**src/rtl/reg_file.sv**
```systemverilog
// rtl/reg_file.sv - eight-entry register file, one write port, two combinational read ports
module reg_file #(
    parameter int DATA_WIDTH = 8,
    parameter int REG_COUNT  = 8,
    parameter int ADDR_WIDTH = 3,
    parameter bit BYPASS     = 1'b0
) (
    input  logic                  CLK,
    input  logic                  RESET_N,
    input  logic [DATA_WIDTH-1:0] IN,
    input  logic [ADDR_WIDTH-1:0] INADDRESS,
    input  logic                  WRITE,
    input  logic [ADDR_WIDTH-1:0] OUT1ADDRESS,
    input  logic [ADDR_WIDTH-1:0] OUT2ADDRESS,
    output logic [DATA_WIDTH-1:0] OUT1,
    output logic [DATA_WIDTH-1:0] OUT2
);

    // Register storage; r0 is an ordinary register, not a hardwired zero.
    logic [DATA_WIDTH-1:0] regs [REG_COUNT];

    // Stored values seen by each read port before any forwarding.
    logic [DATA_WIDTH-1:0] stored1;
    logic [DATA_WIDTH-1:0] stored2;

    // Write-back: asynchronous clear, otherwise one register updated per enabled edge.
    always_ff @(posedge CLK or negedge RESET_N) begin
        if (!RESET_N) begin
            for (int i = 0; i < REG_COUNT; i++) begin
                regs[i] <= '0;
            end
        end else if (WRITE) begin
            regs[INADDRESS] <= IN;
        end
    end

    // Combinational read of stored data for both ports.
    always_comb begin
        stored1 = regs[OUT1ADDRESS];
        stored2 = regs[OUT2ADDRESS];
    end

    generate
        if (BYPASS) begin : g_bypass
            // Same-cycle forwarding of the write data; only legal when IN does not
            // depend on OUT1/OUT2, otherwise it closes a loop through the ALU.
            always_comb begin
                OUT1 = (WRITE && (OUT1ADDRESS == INADDRESS)) ? IN : stored1;
                OUT2 = (WRITE && (OUT2ADDRESS == INADDRESS)) ? IN : stored2;
            end
        end else begin : g_no_bypass
            // Reads see the old value until the write edge has happened.
            always_comb begin
                OUT1 = stored1;
                OUT2 = stored2;
            end
        end
    endgenerate

endmodule

```
**config.mk**
```make
export PLATFORM = sky130hd
export DESIGN_NAME = reg_file
export DESIGN_NICKNAME = d
export VERILOG_FILES = /design/src/rtl/reg_file.sv
export SDC_FILE = /design/constraint.sdc
export NUM_CORES = 1
export LEC_CHECK = 0
export ABC_AREA = 0
export BUFFER_PORTS_ARGS = -buffer_cell sky130_fd_sc_hd__clkbuf_2
export CAP_MARGIN = 15
export CORE_ASPECT_RATIO = 1.4
export CORE_MARGIN = 2
export CORE_UTILIZATION = 40
export DETAILED_ROUTE_END_ITERATION = 10
export HOLD_SLACK_MARGIN = 0.1
export PLACE_DENSITY_LB_ADDON = 0.15
export SYNTH_ARGS = -nofsm -noshare
export SYNTH_HDL_FRONTEND = slang
export SYNTH_SLANG_ARGS = --single-unit
```
**constraint.sdc**
```tcl
create_clock -name CLK -period 1.15 [get_ports CLK]
set_input_delay 0 -clock CLK [delete_from_list [all_inputs] [get_ports CLK]]
set_output_delay 0 -clock CLK [all_outputs]
set_load 0.005 [all_outputs]
```
* Word level (Yosys, flattened, before mapping)
Cells that the tools add are included.
Storage, ports and cells: bits of input ports 20, register bits 64, logic and storage cells 25, output and inout port bits 16
Cells by class: bitwise gates (word level) 3, reduce and logical (&&, ||, !) cells 1, magnitude comparators 4, mux-type cells 9
Operator list (number):
- $bwmux W64 | 1
- $bmux W8 S3 | 2
- $mux W8 | 5
- $demux W8 S3 | 1
- $ge A4 B4 Y1 const B | 3
- $not A3 Y4 | 3
- $lt A4 B1 Y1 const B | 1
- $logic_and A1 B1 Y1 | 1

* Logic depth before layout (Yosys ltp)
depth in word-level cells 6, depth in mapped cells 4, depth with buffers taken out 2

* Worst setup path after synthesis
OpenSTA, ideal clock, no wires.
kind input-to-reg, start point input WRITE, end point register regs[40] in the netlist's numbering, library setup time 125 ps, stages 4, required time 1025 ps, slack 27 ps, arrival time 998 ps, path buffers 2, cells stage by stage clkbuf_1 nor4bb_1 buf_2 mux2_2
RTL lines:
- start: declaration | RTL line 12 | input logic WRITE,
- end signal: indexed assignment | RTL line 30 | regs[i] <= '0;
- end signal: indexed assignment | RTL line 33 | regs[INADDRESS] <= IN;
- end: declaration | RTL line 20 | logic [DATA_WIDTH-1:0] regs [REG_COUNT];

* Worst setup path in the final report
start point register regs[23] in the netlist's numbering, end point output OUT1[7]
Between the ends: word-level cells in the longest chain between the ends 3
RTL lines:
- $bmux W8 S3 | RTL line 39 | stored1 = regs[OUT1ADDRESS];
- $mux W8 (implied by the code) (2 in series) | RTL line 39
- end: declaration | RTL line 15 | output logic [DATA_WIDTH-1:0] OUT1,
Every way passes these cells. The select of a mux whose other input is x is not followed.

==> out/qor.yml <==
ir_worst_vdd_mv: 0.993
path_class: "flip-flop to output pin"
slew_violations: 0
drive_gt1_share_pct: 71.2
p_leak_nw: 1.85
gr-usage-all-layers_pct: 17.6
drc: 0
num_antenna_cells: 0
combPwrFrac_pct: 23.6
reg2reg_depth: 2
cts_tree: "built"
nets: 286
final.min_clock_period_ps: 1590
grt_overflow_total: 0
vias: 2084
syn_avg_cell_area_um2: 17.6
finalPower_w: 0.00757
fin_area_mm2: 0.00433
cts_max_level: 3
top_regs: "regs: 64 flops"
row_count: 40
ys_ff_latch: 64
synth_edf_count: 0
reg2reg_slack_ps: 270
largest_reg_flops: 64
clock.fmax_ghz: 0.629
grt_max_degree: 46
syn-cell-area_mm2: 0.00354
synth_async_sr_flop_share_pct: 100
synthMuxAreaShare_pct: 48.9
synth_warnings: 0
grt_pass1_vias: 2221
yosys.area.top_type: "dfrtp_1"
path_cells: "mux4_2 -> mux2_4 -> clkbuf_2"
synth-compound-area-share_pct: 0
drtIter0Drc: 73
synth.distinct_cells: 13
pwr_density_cell_mw_per_mm2: 1750
synth_ff_type: "dfrtp_1"
die_w_um: 83.5
initial_core_util_pct: 41.1
regMostFlops: "regs"
synth_seq_area_share_pct: 45.2
worst_pin_slew_ps: 402
maxSlewHeadroom_pct: 73.2
post_dp_cell_area_mm2: 0.00399
synth_fa_ha_area_share_pct: 0
fin_ws_ps: -439
io_buffers: 35
period_share_pct: 138
p_int_w: 0.00574
slowest_delay_ps: 480
p_sw_w: 0.00183
syn_nets: 221
core-area_mm2: 0.00861
cp_max_fo: 3
die_area_mm2: 0.00963
synthCells: 201
ios: 36
fin_skew_ps: 0
crit_arrival_ps: 1590
dp_hpwl_um: 5130
vias_per_cell: 5.54
setup_tns_ps: -6720
insertion_delay_ps: 320
synth_top_family_by_area: "multiplexers"
p_seq_share_pct: 41.1
rsz0062_at_grt: "true"
antenna_left: 0
startpoint: "regs[23]"
cp-end-kind: "output pin"
cap_violations: 0
ys_top_cells_by_area: "dfrtp_1 (45%), mux2_2 (25%), mux4_1 (22%), mux4_2 (1.9%), buf_12 (1.1%)"
p_clk_share_pct: 35.3
die_height_um: 115
hold_path.class: "input pin to async pin"
synth_xor_xnor_area_share_pct: 0
antenna_found_initial: 0
place_ws_ps: -130
worstReg2RegStart: "regs[2]"
wl_per_cell_um: 20.8
synth_top_area_share_pct: 45.2
dr.pass1.iters: 4
status: "finished, violations left"
failed_checks: "negative setup slack"
reg2reg_to: "regs[2]"
cts_root_buf: "clkbuf_16"
synth-simple-area-share_pct: 2.44
timing.final.setup_violations: 16
syn2layout_area_growth_pct: 22.2
clk_pin_slew_ps: 50
cts_sinks: 64
crit_path_end: "OUT1[7]"
wl_um: 7800
crit_slowest_cell: "mux4_2"
ctsLongestPathBuffers: 2
cts_inserted_buffers: 9
hold_viol_final: 0
gp_congestion: 0.700
p_sw_share_pct: 24.2
start_kind: "flip-flop"
grt_pass1_wl_um: 12400
crit_required_ps: 1150
[cells in the mapped netlist, types with 2 or more instances]
cell	number
buf_6	2
buf_12	2
nand4b_1	3
nor4bb_1	3
mux2_2	80
mux4_1	29
buf_2	8
clkbuf_1	3
dfrtp_1	64
buf_1	2
mux4_2	3
[per-stage QoR]
stage | instances | utilization [%] | hold slack, ps
after global routing | 376 | 50.2 | 156
after CTS | 375 | 50.1 | 122
after floorplan | 201 | - | -296
after global placement | 348 | 46.3 | -77.5
final | 376 | 50.2 | 114
after detailed placement | 348 | 46.3 | -81.4
[worst max-delay path, delay by kind of cell, from the launching register on]
family / cells / cell delay [ps]
DFF: 1 / 400
buffers and inverters: 1 / 110
muxes: 2 / 760
[layout make-up]
cell class	count	area, um^2
Fill cell	776	4280
Multi-Input combinational cell	120	1760
Sequential cell	64	1600
Timing Repair Buffer	71	531
Clock buffer	15	298
Tap cell	105	131
Clock inverter	1	7.51
[power by group through the flow]
stage	Combinational (W)	Sequential, W	Clock (W)
6_report	0.00178	0.00311	0.00267
5_1_grt	0.00193	0.00318	0.00289
4_1_cts	0.00178	0.00311	0.00277
3_5_place_dp	0.00166	0.00311	0
3_3_place_gp	0.00164	0.00308	0
2_1_floorplan	0.00121	0.00298	0
[layout by cell type, fill, tap and decap left out, types with 5 or more instances in the layout]
cell	netlist	final
mux2_4	0	8
dfrtp_1	64	64
clkbuf_2	0	35
mux2_2	80	72
clkbuf_8	0	5
buf_4	0	22
mux4_2	3	32
buf_12	2	5
clkbuf_16	0	9
dlygate4sd3_1	0	9
[repair_timing]
action,in CTS,in global routing
setup buffers,2,1
endpoints found under the setup margin,16,16
hold buffers,9,0
endpoints found under the hold margin,128,0
gates resized for setup,31,6
[worst min-delay path by stage]
stage | from | cells after the start | end | slack [ps]
floorplan | RESET_N | 0 | regs[0] | -300
global placement | RESET_N | 1 | regs[29] | -80
detailed placement | RESET_N | 1 | regs[29] | -80
CTS | RESET_N | 2 | regs[17] | 120
global route | RESET_N | 2 | regs[29] | 160
finish | RESET_N | 2 | regs[29] | 110
[kinds of logic (layout without fill, tap and decap cells)]
kind of cell | count (synthesis) | count (layout)
buffers and inverters | 17 | 87
and+or+nand+nor | 8 | 8
muxes | 112 | 112
DFF | 64 | 64
[routing by layer]
metal,track usage (%),wire length [um]
met1,23.6,3580
met2,28.1,3840
met3,4.52,269
met4,6.13,108
met5,0,0
Note: power is estimated with default switching activity, not from simulation.
